File: src/rtl/ysyx_22040931_fetch_queue.sv
// ysyx_22040931_fetch_queue
//
// Instruction fetch queue between the PC generator and ID.
// Each accepted PC (with its predictor tag) is recorded at the tail of a small
// in-order queue, and the matching instruction-memory read is issued in the
// same cycle. Responses return in request order and fill entries in order.
// ID pops the head entry through a valid/ready handshake. On a flush, every
// queued entry is discarded, and responses that are still outstanding in
// memory are counted so that they can be dropped when they arrive.
//
// Ports
//   clock, reset        clock and asynchronous active-high reset
//   pc_valid/if_ready   PC-stage handshake (if_pc, pre_jump, pre_branch)
//   flush               discard all queued and in-flight fetches
//   imem_req_*          read request (valid/ready, address)
//   imem_resp_*         read response (valid, data), returned in request order
//   id_valid/id_ready   ID handshake for the head entry
//   id_pc, id_inst, id_pre_jump, id_pre_branch   head entry contents
module ysyx_22040931_fetch_queue #(
    parameter int DEPTH  = 4,
    parameter int PC_W   = 64,
    parameter int INST_W = 32
) (
    input  logic              clock,
    input  logic              reset,
    input  logic              pc_valid,
    output logic              if_ready,
    input  logic [PC_W-1:0]   if_pc,
    input  logic              pre_jump,
    input  logic [PC_W-1:0]   pre_branch,
    input  logic              flush,
    output logic              imem_req_valid,
    input  logic              imem_req_ready,
    output logic [PC_W-1:0]   imem_req_addr,
    input  logic              imem_resp_valid,
    input  logic [INST_W-1:0] imem_resp_data,
    output logic              id_valid,
    input  logic              id_ready,
    output logic [PC_W-1:0]   id_pc,
    output logic [INST_W-1:0] id_inst,
    output logic              id_pre_jump,
    output logic [PC_W-1:0]   id_pre_branch
);

    localparam int PW = (DEPTH > 1) ? $clog2(DEPTH) : 1;
    localparam int CW = PW + 1;

    logic [PC_W-1:0]   pc_q   [DEPTH];
    logic              pj_q   [DEPTH];
    logic [PC_W-1:0]   pb_q   [DEPTH];
    logic [INST_W-1:0] inst_q [DEPTH];
    logic [DEPTH-1:0]  done_q;

    logic [PW-1:0] head;
    logic [PW-1:0] tail;
    logic [PW-1:0] resp;
    logic [CW-1:0] count;
    logic [CW-1:0] drop_cnt;
    // Live entries still waiting for their response; equals the number of
    // entries with done=0 among the queued ones.
    logic [CW-1:0] pend;

    logic [CW:0]   occ;
    logic          space;
    logic          accept;
    logic          deq;
    logic          drop;
    logic          fill;
    logic [CW-1:0] flush_drop;

    always_comb begin
        occ            = {1'b0, count} + {1'b0, drop_cnt};
        space          = occ < (CW + 1)'(DEPTH);
        if_ready       = ~reset & imem_req_ready & space & ~flush;
        imem_req_valid = ~reset & pc_valid & space & ~flush;
        imem_req_addr  = if_pc;
        id_valid       = ~reset & (count != '0) & done_q[head] & ~flush;
        accept         = pc_valid & if_ready;
        deq            = id_valid & id_ready;
        drop           = imem_resp_valid & (drop_cnt != '0);
        // pend guards against a stray response overwriting a completed entry.
        fill           = imem_resp_valid & (drop_cnt == '0) & (pend != '0);
        // A response arriving in the flush cycle belongs to the oldest
        // outstanding read, so it is consumed here instead of being counted.
        flush_drop     = drop_cnt + pend;
        if (imem_resp_valid && flush_drop != '0) begin
            flush_drop = flush_drop - CW'(1);
        end
    end

    // Head entry outputs read as zero while reset is asserted.
    always_comb begin
        id_pc         = '0;
        id_inst       = '0;
        id_pre_jump   = 1'b0;
        id_pre_branch = '0;
        if (!reset) begin
            id_pc         = pc_q[head];
            id_inst       = inst_q[head];
            id_pre_jump   = pj_q[head];
            id_pre_branch = pb_q[head];
        end
    end

    always_ff @(posedge clock or posedge reset) begin
        if (reset) begin
            head     <= '0;
            tail     <= '0;
            resp     <= '0;
            count    <= '0;
            drop_cnt <= '0;
            pend     <= '0;
            done_q   <= '0;
        end else if (flush) begin
            head     <= '0;
            tail     <= '0;
            resp     <= '0;
            count    <= '0;
            pend     <= '0;
            drop_cnt <= flush_drop;
        end else begin
            if (accept) begin
                tail         <= tail + PW'(1);
                done_q[tail] <= 1'b0;
            end
            if (fill) begin
                resp         <= resp + PW'(1);
                done_q[resp] <= 1'b1;
            end
            if (deq) begin
                head <= head + PW'(1);
            end
            if (drop) begin
                drop_cnt <= drop_cnt - CW'(1);
            end
            count <= count + CW'(accept) - CW'(deq);
            pend  <= pend + CW'(accept) - CW'(fill);
        end
    end

    // Payload storage has no reset; an entry is only observed after it has
    // been written by an accept and marked done by a fill.
    always_ff @(posedge clock) begin
        if (!reset && !flush) begin
            if (accept) begin
                pc_q[tail] <= if_pc;
                pj_q[tail] <= pre_jump;
                pb_q[tail] <= pre_branch;
            end
            if (fill) begin
                inst_q[resp] <= imem_resp_data;
            end
        end
    end

endmodule
File: config.mk
export PLATFORM = sky130hd
export DESIGN_NAME = ysyx_22040931_fetch_queue
export DESIGN_NICKNAME = d
export VERILOG_FILES = /design/src/rtl/ysyx_22040931_fetch_queue.sv
export SDC_FILE = /design/constraint.sdc
export NUM_CORES = 1
export LEC_CHECK = 0
export CAP_MARGIN = 20
export CORE_MARGIN = 2
export CORE_UTILIZATION = 58
export CTS_CLUSTER_SIZE = 10
export DETAILED_ROUTE_END_ITERATION = 6
export GPL_TIMING_DRIVEN = 0
export PLACE_DENSITY_LB_ADDON = 0.1
export SYNTH_ARGS = -nofsm -noshare
export SYNTH_HDL_FRONTEND = slang
export SYNTH_SLANG_ARGS = --single-unit
File: constraint.sdc
create_clock -name clock -period 6.5 [get_ports clock]
set_input_delay 0.65 -clock clock [delete_from_list [all_inputs] [get_ports clock]]
set_output_delay 0.65 -clock clock [all_outputs]
set_load 0.1 [all_outputs]
Word level (Yosys, flattened, before mapping)
Memory sizes are Yosys's and may differ from the RTL's.
Index checks and enable logic that the tools add are counted.
- bits in writable memories: 644
- memories: 4
- input port bits: 168
- word-level logic and storage cells: 92
- register bits: 19
- memories (name ; words ; width ; rd ports ; clocked after Yosys merged registers in ; write ports ; line ; text):
    pb_q ; 4 ; 64 ; 1 ; 0 ; 1 ; 50 ; logic [PC_W-1:0] pb_q [DEPTH];
    pc_q ; 4 ; 64 ; 1 ; 0 ; 1 ; 48 ; logic [PC_W-1:0] pc_q [DEPTH];
    inst_q ; 4 ; 32 ; 1 ; 0 ; 1 ; 51 ; logic [INST_W-1:0] inst_q [DEPTH];
    pj_q ; 4 ; 1 ; 1 ; 0 ; 1 ; 49 ; logic pj_q [DEPTH];
- order comparisons: 6
- bitwise logic cells: 19
- mux-type cells: 30
- add/subtract/negate cells: 11
- reduce and logical (&&, ||, !) cells: 15
- operators with widths (cell ; count):
    2-to-1 mux 64 bit ; 2
    2-to-1 mux 32 bit ; 1
    2-to-1 mux 3 bit ; 5
    bitwise AND 1 bit ; 14
    2-to-1 mux 2 bit ; 6
    2-to-1 mux 4 bit ; 3
    nonzero test 3 bit ; 4
    2-to-1 mux 1 bit ; 10
    less-than comparator 2 x 3 -> 1 bit (second input constant) ; 3
    nonzero test 2 bit ; 4
    adder 2 x 1 -> 2 bit (second input constant) ; 3
    adder 3 x 1 -> 3 bit ; 2
    subtractor 3 x 1 -> 3 bit ; 2
    subtractor 3 x 1 -> 3 bit (second input constant) ; 2
    adder 3 x 3 -> 4 bit ; 1
    bitwise AND 4 bit ; 1
    demux 1 bit (select 2 bit) ; 2
    >= comparator 2 x 1 -> 1 bit (second input constant) ; 2
    logical AND 1 bit ; 4
    less-than comparator 4 x 3 -> 1 bit (second input constant) ; 1
    inverter 4 bit ; 1
    bitwise OR 4 bit ; 1
    adder 3 bit ; 1
    logical NOT 3 bit ; 1
    3 further kinds ; 5

Depth between registers and ports, before layout
Gate-level depths: netlist (run 1).
- word-level depth: 10
- mapped depth: 12

Worst setup path after synthesis (run 1)
No wires, ideal clock.
- path type: input -> register
- from: input flush
- to: memory pb_q[0][0], enable pin
- required time: 6.018 ns
- cell stages on the path: 5
- library setup time: 0.482 ns
- buffers on the path: 1
- data arrival time: 3.897 ns
- setup slack: 2.121 ns
- cell sequence: nor2_1 -> and4b_1 -> buf_2 -> nand2_1 -> inv_1
- longest elaborated chain between the ends: 6
- elaborated cells on any way between the ends: 8
- classes of those cells: mux: 3; bitwise: 3; reduce/logical: 2
- RTL lines (element ; line ; text):
    start: declaration ; 31 ; input logic flush,
    inverter 1 bit ; 74 ; if_ready = ~reset & imem_req_ready & space & ~flush;
    bitwise AND 1 bit ; 74 ;
    bitwise AND 1 bit ; 78 ; accept = pc_valid & if_ready;
    2-to-1 mux 1 bit ; 145 ; if (accept) begin
    2-to-1 mux 1 bit * ; 144 ; if (!reset && !flush) begin
    2-to-1 mux 1 bit (not written as such) * ; 148 ; pb_q[tail] <= pre_branch;
    end: declaration ; 50 ;
Every way passes the cells marked *; elsewhere a longest branch is shown, timed or not.

Worst setup path after layout (run 1)
- from: input reset
- to: output id_pre_branch[6]
- longest elaborated chain between the ends: 1
- RTL lines (element ; line ; text):
    start: declaration ; 25 ; input logic reset,
    2-to-1 mux 64 bit ; 97 ; if (!reset) begin
    end: declaration ; 42 ; output logic [PC_W-1:0] id_pre_branch
Every way passes these cells.

==> flow_metrics.tcl, run 1 <==
set metrics [dict create \
    dp_cells 2215 \
    ir_worst_vdd_uv 321 \
    antenna_found_initial 4 \
    ios 396 \
    critPathMaxFanout 10 \
    timing.setup.tns_ns 0 \
    endpoint_kind "output port" \
    rsz0062_at_grt "false" \
    cts-root-buf "clkbuf_16" \
    slew_headroom_pct 27.2 \
    synth-edff-count 644 \
    core_mm2 0.0443 \
    max-cap-violations 0 \
    synth_cell_type_count 38 \
    netSwitchingPower_w 0.00220 \
    drt_wl_total_mm 54.5 \
    p_int_w 0.00718 \
    grt_overflow 0 \
    p_leak_nw 10.8 \
    synth-seq-area-share_pct 75.8 \
    setup.worst_path.start_class "input port" \
    vias_per_cell 5.64 \
    critical_path_class "in -> out" \
    netlist.area_leader.share_pct 74.0 \
    htree_num_levels 3 \
    cts_tree "yes" \
    synthXorXnorAreaFrac_pct 0.335 \
    num_vias 13100 \
    cts.reportedPaths.clkPinSlew_ns 0.05 \
    cp_data_required_time_ns 5.85 \
    dpl.hpwl_mm 33.6 \
    clock_latency_ns 0.60 \
    synthCells 1224 \
    antenna_left 0 \
    utilization_pct 74.5 \
    first_global_vias 13800 \
    die_area_mm2 0.0468 \
    gp_congestion 0.738 \
    synth_compound_area_share_pct 0.464 \
    avgSynthCellArea_um2 21.4 \
    grt_pass1_wl_mm 81.5 \
    p_sw_share_pct 23.4 \
    synth_mux_area_share_pct 13.9 \
    postCtsSetupBuffers 0 \
    clock-skew-final_ns 0.0124 \
    drc 0 \
    synth_commonest_cells "edfxtp_1, and2_1, mux4_2" \
    fmax_mhz 223 \
    slew_violations 0 \
    dr.pass1.iters 5 \
    post_drt_wl_per_cell_um 23.4 \
    start_util_pct 59.0 \
    placed_area_mm2 0.0310 \
    hp-class "reg -> reg" \
    ys_seq_elements 663 \
    grt_use_met3_pct 6.13 \
    first_iter_violations 957 \
    num_rows 77 \
    grt_use_met2_pct 38.8 \
    power.total_w 0.00937 \
    syn_area_mm2 0.0261 \
    final_nets 1891 \
    postCtsHoldBufs 0 \
    reg2regPathDepth 7 \
    die_h_um 216 \
    die_x_um 216 \
    p_comb_share_pct 10.1 \
    grt_start_max_net_pins 79 \
    synth_fa_ha_area_share_pct 1.14 \
    grt_busiest_layer "met2" \
    period_share_pct 68.9 \
    syn2layout_area_growth_pct 26.4 \
    cts_resized 0 \
    hold_depth 1 \
    ys_top_cells_by_area "edfxtp_1, mux4_2, and2_1" \
    p_per_area_mw_per_mm2 284 \
    synth_most_common_cell "edfxtp_1" \
    clk_path_buf_depth 3 \
    synthArstFlopShare_pct 2.87 \
    ys.flop_type "edfxtp_1" \
    hold_viol 0 \
    clkPwrFrac_pct 39.1 \
    period_needed_ns 4.48 \
    status "complete, no violations" \
    track_usage_pct 23.6 \
    design_area_mm2 0.0330 \
    fill_cells 2563 \
    io_buffers 395 \
    stdcell_count 2324 \
    cts_sinks 663 \
    final_layout_size_suffix_gt1_share_pct 20.9 \
    setup_viol 0 \
    synth_simple_gate_area_share_pct 4.87 \
    synthesis.nets 1414 \
    grt_use_met1_pct 31.4 \
    p_seq_share_pct 50.8 \
    synth_top_area_cell "edfxtp_1" \
    worstMarginPinSlew_ns 1.09 \
    cts_buffers 76 \
    arrival_ns 3.83 \
    yosys_warnings 0 \
    synth_top_family_by_area "multiplexers" \
]
routing by layer:
metal  wire [um]  up-vias  share of wire (%)
met1       21800     6783                 40
li1            -     5771                  -
met3        3730       98                6.8
met2       27400      450                 50
met4        1580        2                2.9
met5          13        -              0.024
layout by cell type, fill, tap and decap left out, drive strengths merged, types with 2 or more instances in the layout:
master	netlist	routed
a211oi	4	4
a21oi	3	3
a22o	4	4
and2	162	162
and3	8	8
buf	102	106
clkbuf	19	117
clkdlybuf4s50	0	395
clkinv	0	2
dfrtp	19	19
diode	0	3
edfxtp	644	644
fa	3	3
ha	19	19
inv	18	24
mux4	161	161
nand2	12	12
nand2b	2	2
nand3	2	2
nor2	9	9
nor2b	6	6
nor3	3	3
nor3b	2	2
o21ai	2	2
xnor2	7	7
xor2	3	3
cell type report:
| class | count | area [um2] | area share (%) |
|---|---|---|---|
| Sequential cell | 663 | 19800 | 60.0 |
| Multi-Input combinational cell | 422 | 5420 | 16.4 |
| Timing Repair Buffer | 399 | 4060 | 12.3 |
| Clock buffer | 98 | 2010 | 6.07 |
| Buffer | 121 | 836 | 2.53 |
| Tap cell | 592 | 741 | 2.24 |
| Inverter | 18 | 87.6 | 0.265 |
| Clock inverter | 8 | 60.1 | 0.182 |
| Antenna cell | 3 | 7.51 | 0.0227 |
stage by stage:
stage / hold WS [ns] / setup WS (ns)
3_3_place_gp: 0.488 / -0.848
3_5_place_dp: 0.519 / 1.98
5_1_grt: 0.553 / 1.89
4_1_cts: 0.539 / 1.98
6_report: 0.538 / 2.02
2_1_floorplan: 0.458 / 2.12
kinds of logic after synthesis:
kind of cell | count (synthesis)
flops | 663
simple gates | 211
mux | 162
buf+inv | 139
fa+ha+maj | 22
compound gates | 17
xor+xnor | 10
power groups by stage:
stage	Clock [W]	Sequential (W)	Combinational [W]
after global placement	0	0.00485	0.000931
after detailed placement	0	0.00484	0.000949
after global routing	0.00389	0.00476	0.000996
final	0.00366	0.00476	0.000949
after floorplan	0	0.00484	0.000628
after CTS	0.00372	0.00476	0.000954
final timing paths:
path / from / to / slack (ns)
max: reset / id_pre_branch[6] / 2.02
min: done_q[1] / done_q[1] / 0.54
max reg2reg: count[1] / pc_q[3][5] / 3.63
min reg2reg: done_q[1] / done_q[1] / 0.54
max in group asynchronous: reset / done_q[0] / 5.14
min in group asynchronous: reset / pend[2] / 0.92
critical path, cell delays in order:
cell and delay [ns]:
clkdlybuf4s50_1 0.44, inv_2 0.29, clkbuf_1 0.64, clkbuf_1 0.42, and2_1 0.19, clkdlybuf4s50_1 1.18
sequential cells by signal (all words and copies together), names as in the netlist:
| register | count |
|---|---|
| pb_q | 256 |
| done_q | 4 |
| drop_cnt | 3 |
| pc_q | 256 |
| inst_q | 128 |
| tail | 2 |
| pend | 3 |
| pj_q | 4 |
| count | 3 |
| resp | 2 |
| head | 2 |
No activity file was read; power rests on OpenSTA's default activity.
==> run 2, diff against run 1 <==
CORE_UTILIZATION = 54   (was 58)
clock period = 4.27 ns   (was 6.5 ns; I/O delays follow)
==> run 2 against run 1 <==
Effect of this change: final cell count is 1.1% higher; critical path depth unchanged; critical path type unchanged; flip-flop and latch count did not move; global-route usage is 0.96 points lower; design area grew 0.90%; worst hold slack got worse by 0.072 ns; critical endpoint is now id_pre_branch[22].
==> flow_metrics.tcl, run 2 (synthesis gave the netlist of run 1 again) <==
set metrics [dict create \
    status "complete, no violations" \
    worstMarginPinSlew_ns 1.13 \
    max-cap-violations 0 \
    die_x_um 224 \
    first_global_vias 13700 \
    hold_viol 0 \
    p_int_w 0.0110 \
    critPathMaxFanout 10 \
    reg_top3 "pb_q (256), pc_q (256), inst_q (128)" \
    cpPeakStageDelay_ns 1.19 \
    rsz0062_at_grt "false" \
    rrSetupSlack_ns 1.16 \
    mostFrequentLayoutCells "edfxtp_1, clkdlybuf4s50_1, and2_1, mux4_2, clkbuf_16" \
    grt_overflow 0 \
    critical_path_class "in -> out" \
    path_cells "clkdlybuf4s50_1 > inv_2 > clkbuf_1 > clkbuf_1 > and2_1 > clkdlybuf4s50_1" \
    core_mm2 0.0477 \
    num_vias 13200 \
    drc 0 \
    drt_wl_total_mm 55.5 \
    ir_worst_vdd_uv 359 \
    final_common_cell "edfxtp_1" \
    post_drt_wl_per_cell_um 23.6 \
    num_rows 80 \
    hold_ws_ns 0.467 \
    utilization_pct 69.8 \
    worst_path_max_delay_cell "clkdlybuf4s50_1" \
    cp_num_buf_inv 5 \
    period_needed_ns 4.12 \
    final_layout_size_suffix_gt1_share_pct 21.5 \
    cp_data_required_time_ns 3.84 \
    setup_viol 0 \
    cts.reportedPaths.clkPinSlew_ns 0.05 \
    htree_num_levels 3 \
    p_sw_share_pct 22.9 \
    fmax_mhz 243 \
    clk_path_buf_depth 3 \
    start_util_pct 54.7 \
    die_h_um 224 \
    slew_violations 0 \
    cts_tree "yes" \
    arrival_ns 3.69 \
    p_per_area_mw_per_mm2 430 \
    p_seq_share_pct 50.5 \
    setup.worst_path.start_class "input port" \
    stdcell_count 2350 \
    grt_start_max_net_pins 34 \
    endpoint_kind "output port" \
    dr.pass1.iters 5 \
    ios 396 \
    hp-class "in -> reg" \
    final_nets 1904 \
    io_buffers 395 \
    postCtsHoldBufs 0 \
    p_comb_share_pct 10.1 \
    design_area_mm2 0.0333 \
    clkPwrFrac_pct 39.4 \
    track_usage_pct 22.6 \
    syn2layout_area_growth_pct 27.6 \
    antenna_found_initial 5 \
    dp_cells 2251 \
    cts-root-buf "clkbuf_16" \
    vias_per_cell 5.60 \
    p_leak_nw 11.0 \
    cts_buffers 76 \
    antenna_left 0 \
    placed_area_mm2 0.0312 \
    clock-skew-final_ns 0.0140 \
    cp_top_family "buffers and inverters" \
    slew_headroom_pct 24.6 \
    clock_latency_ns 0.59 \
    cts_sinks 663 \
    first_iter_violations 868 \
    period_share_pct 96.4 \
    gp_congestion 0.746 \
    netSwitchingPower_w 0.00329 \
    dpl.hpwl_mm 36.4 \
    fill_cells 3028 \
    die_area_mm2 0.0502 \
    grt_pass1_wl_mm 83.2 \
]
-- run 2: changes by cell type in the layout (fill, tap and decap cells not counted), sizes merged, moves of 2 or more --
cell | previous run | this run
buf | 106 | 119
clkdlybuf4s50 | 395 | 383
inv | 24 | 14
dlymetal6s2s | 0 | 8
clkinvlp | 0 | 4
dlygate4sd2 | 0 | 4
clkbuf | 117 | 115
-- run 2: layer usage --
| layer | vias to the layer above | part of all wire [%] | global-route usage [%] | wire [um] |
|---|---|---|---|---|
| li1 | 5786 | - | - | - |
| met4 | 8 | 1.8 | 6.15 | 995 |
| met1 | 6837 | 39 | 29.9 | 21800 |
| met2 | 427 | 51 | 37.4 | 28300 |
| met3 | 92 | 7.8 | 6.30 | 4360 |
| met5 | - | 0.090 | 0 | 50 |
-- run 2: area by class of cell --
| class | count | area, um2 | share of cell area [%] |
|---|---|---|---|
| Multi-Input combinational cell | 422 | 5420 | 16.3 |
| Tap cell | 615 | 769 | 2.31 |
| Sequential cell | 663 | 19800 | 59.4 |
| Timing Repair Buffer | 412 | 4310 | 12.9 |
| Inverter | 18 | 82.6 | 0.248 |
| Clock buffer | 96 | 2090 | 6.28 |
| Buffer | 121 | 836 | 2.51 |
| Clock inverter | 1 | 3.75 | 0.0113 |
| Antenna cell | 2 | 5.00 | 0.0150 |
-- run 2: path summary, 6_finish.rpt --
| check | start | endpoint | cells after the start |
|---|---|---|---|
| max | reset | id_pre_branch[22] | 6 |
| min | pre_branch[3] | pb_q[0][3] | 1 |
| max reg2reg | count[1] | pc_q[3][14] | 10 |
| min reg2reg | done_q[2] | done_q[2] | 1 |
| max in group asynchronous | reset | pend[1] | 3 |
| min in group asynchronous | reset | count[0] | 3 |
-- run 2: power groups by stage --
| stage | clock (W) | sequential, W | combinational [W] |
|---|---|---|---|
| final | 0.00564 | 0.00724 | 0.00145 |
| after global routing | 0.00600 | 0.00724 | 0.00152 |
| after CTS | 0.00577 | 0.00724 | 0.00146 |
| after detailed placement | 0 | 0.00737 | 0.00145 |
| after global placement | 0 | 0.00738 | 0.00143 |
| after floorplan | 0 | 0.00737 | 0.000957 |
-- run 2: stage by stage --
stage               power [W]  TNS, ns  setup slack, ns
floorplan             0.00832        0            0.679
global placement      0.00880  -733.08            -1.47
detailed placement    0.00883  -0.0428          -0.0366
CTS                    0.0145        0          0.00532
global route           0.0148        0         0.000903
finish                 0.0143        0            0.152
-- run 2: repair_timing --
| action | in CTS | in global routing |
|---|---|---|
| endpoints found under the hold margin | 0 | 0 |
| buffers inserted | 0 | 0 |
| resized for setup | 4 | 8 |
| setup endpoints to repair | 4 | 8 |
==> run 3, diff against run 2 <==
CELL_PAD_IN_SITES_DETAIL_PLACEMENT = 0   (was unset)
CELL_PAD_IN_SITES_GLOBAL_PLACEMENT = 2   (was unset)
CORE_UTILIZATION = 30   (was 54)
GPL_TIMING_DRIVEN = unset   (was 0)
==> run 3 against run 2 <==
Effect of this change: sequential power about the same; global-route usage down 8.4 points; critical path depth down 2; critical endpoint is now id_pre_branch[1]; largest power group unchanged.
==> flow_metrics.tcl, run 3 (synthesis gave the netlist of run 1 again) <==
set metrics [dict create \
    utilization_pct 38.2 \
    maxUsedRoutingLayer "met5" \
    final_nets 1804 \
    slew_headroom_pct 29.0 \
    period_needed_ns 3.51 \
    track_usage_pct 14.2 \
    netSwitchingPower_w 0.00352 \
    period_share_pct 82.2 \
    first_global_vias 13800 \
    rr_startpoint "head[0]" \
    postCtsSetupBuffers 0 \
    fmax_mhz 285 \
    final_layout_size_suffix_gt1_share_pct 28.0 \
    cts_resized 0 \
    rsz0062_at_grt "false" \
    htree_num_levels 3 \
    ir_worst_vdd_uv 271 \
    cts_tree "yes" \
    worst_path_max_delay_cell "dfrtp_4" \
    antenna_cells 0 \
    gp_congestion 0.699 \
    setup.worst_path.start "head[0]" \
    critPathMaxFanout 41 \
    cp_top_family "flip-flops" \
    reg_top3 "pb_q (256), pc_q (256), inst_q (128)" \
    hold_viol 0 \
    arrival_ns 3.08 \
    num_rows 108 \
    dpl.hpwl_mm 38.6 \
    rrSetupSlack_ns 1.44 \
    final_common_cell "edfxtp_1" \
    status "complete, no violations" \
    setup_viol 0 \
    grt_pass1_wl_mm 94.0 \
    routed-wl-met2_mm 31.4 \
    m1WireLength_mm 28.1 \
    cts-root-buf "clkbuf_16" \
    ios 396 \
    critical_path_class "reg -> out" \
    io_buffers 395 \
    core_mm2 0.0865 \
    p_leak_nw 10.8 \
    cts_buffers 79 \
    timing.setup.tns_ns 0 \
    post_drt_wl_per_cell_um 22.9 \
    setup.worst_path.start_class "register" \
    r2r-end "count[2]" \
    finalWorstSetupSlack_ns 0.761 \
    start_util_pct 30.2 \
    die_area_mm2 0.0895 \
    drc 0 \
    clk_path_buf_depth 3 \
    endpoint_kind "output port" \
    slew_violations 0 \
    grt_start_max_net_pins 88 \
    p_int_w 0.0111 \
    dr.pass1.iters 5 \
    p_comb_share_pct 9.6 \
    cpPeakStageDelay_ns 0.98 \
    die_h_um 299 \
    clock-skew-final_ns 0.0179 \
    p_seq_share_pct 49.6 \
    postCtsHoldBufs 0 \
    cp_num_buf_inv 2 \
    p_sw_share_pct 24.1 \
    post-place-ws_ns 1.02 \
    dr_wl_met3_mm 3.49 \
    num_vias 12700 \
    drt_wl_total_mm 64.0 \
    die_x_um 299 \
    clock_latency_ns 0.62 \
    grt_overflow 0 \
    mostFrequentLayoutCells "edfxtp_1, clkdlybuf4s50_1, buf_4, and2_1, mux4_2" \
    cp_data_required_time_ns 3.84 \
    syn2layout_area_growth_pct 26.3 \
    worstMarginPinSlew_ns 1.07 \
    max-cap-violations 0 \
    path_cells "buf_12 > mux4_2 > and2_1 > buf_4" \
    hp-class "in -> async" \
    antenna_found_initial 5 \
    vias_per_cell 4.54 \
    reg2regPathDepth 9 \
    first_iter_violations 761 \
    cts.reportedPaths.clkPinSlew_ns 0.06 \
    p_per_area_mw_per_mm2 443 \
    antenna_left 0 \
    cts_sinks 663 \
    fill_cells 7999 \
    clkPwrFrac_pct 40.8 \
]
## run 3: cell count changes in the layout (fill, tap and decap cells not counted), sizes merged
cell           before  now
buf               119  199
bufinv              0    1
clkbuf            115   95
clkdlybuf4s50     383  231
clkinv              1   12
diode               2    0
dlygate4sd2         4    0
dlymetal6s2s        8    0
inv                14   15
## run 3: through the flow
stage,hold WS (ns),total power [W],area [um2],instances
final,0.294,0.0146,33000,2797
after floorplan,0.458,0.00832,26100,1224
after detailed placement,0.482,0.00880,30800,2688
after CTS,0.303,0.0149,33000,2797
after global placement,0.474,0.00880,30800,2688
after global routing,0.323,0.0152,33000,2797
## run 3: worst max-delay path by stage
stage / slack [ns] / to / cells past startpoint
final: 0.76 / id_pre_branch[1] / 4
after global routing: 0.51 / id_pre_branch[1] / 4
after CTS: 0.57 / id_inst[31] / 4
after detailed placement: 1.02 / pc_q[0][27] / 8
after global placement: 1.01 / pc_q[0][26] / 8
after floorplan: 0.68 / pb_q[0][0] / 6
## run 3: layer usage
| layer | GRT usage (%) | vias up |
|---|---|---|
| li1 | - | 5595 |
| met1 | 18.8 | 6669 |
| met2 | 23.7 | 354 |
| met3 | 3.32 | 70 |
| met4 | 3.74 | 8 |
| met5 | 0 | - |
## run 3: area by class of cell
class,instances,area [um2],share of cell area (%)
Clock buffer,95,2080,6.30
Clock inverter,14,149,0.451
Inverter,18,85.1,0.258
Multi-Input combinational cell,422,5420,16.4
Sequential cell,663,19800,60.0
Tap cell,1155,1450,4.38
Timing Repair Buffer,430,4020,12.2
## run 3: power groups by stage
stage / logic, W / registers [W] / clock network, W
final: 0.00141 / 0.00724 / 0.00596
after global routing: 0.00149 / 0.00724 / 0.00645
after CTS: 0.00143 / 0.00724 / 0.00619
after detailed placement: 0.00143 / 0.00737 / 0
after global placement: 0.00142 / 0.00737 / 0
after floorplan: 0.000957 / 0.00737 / 0
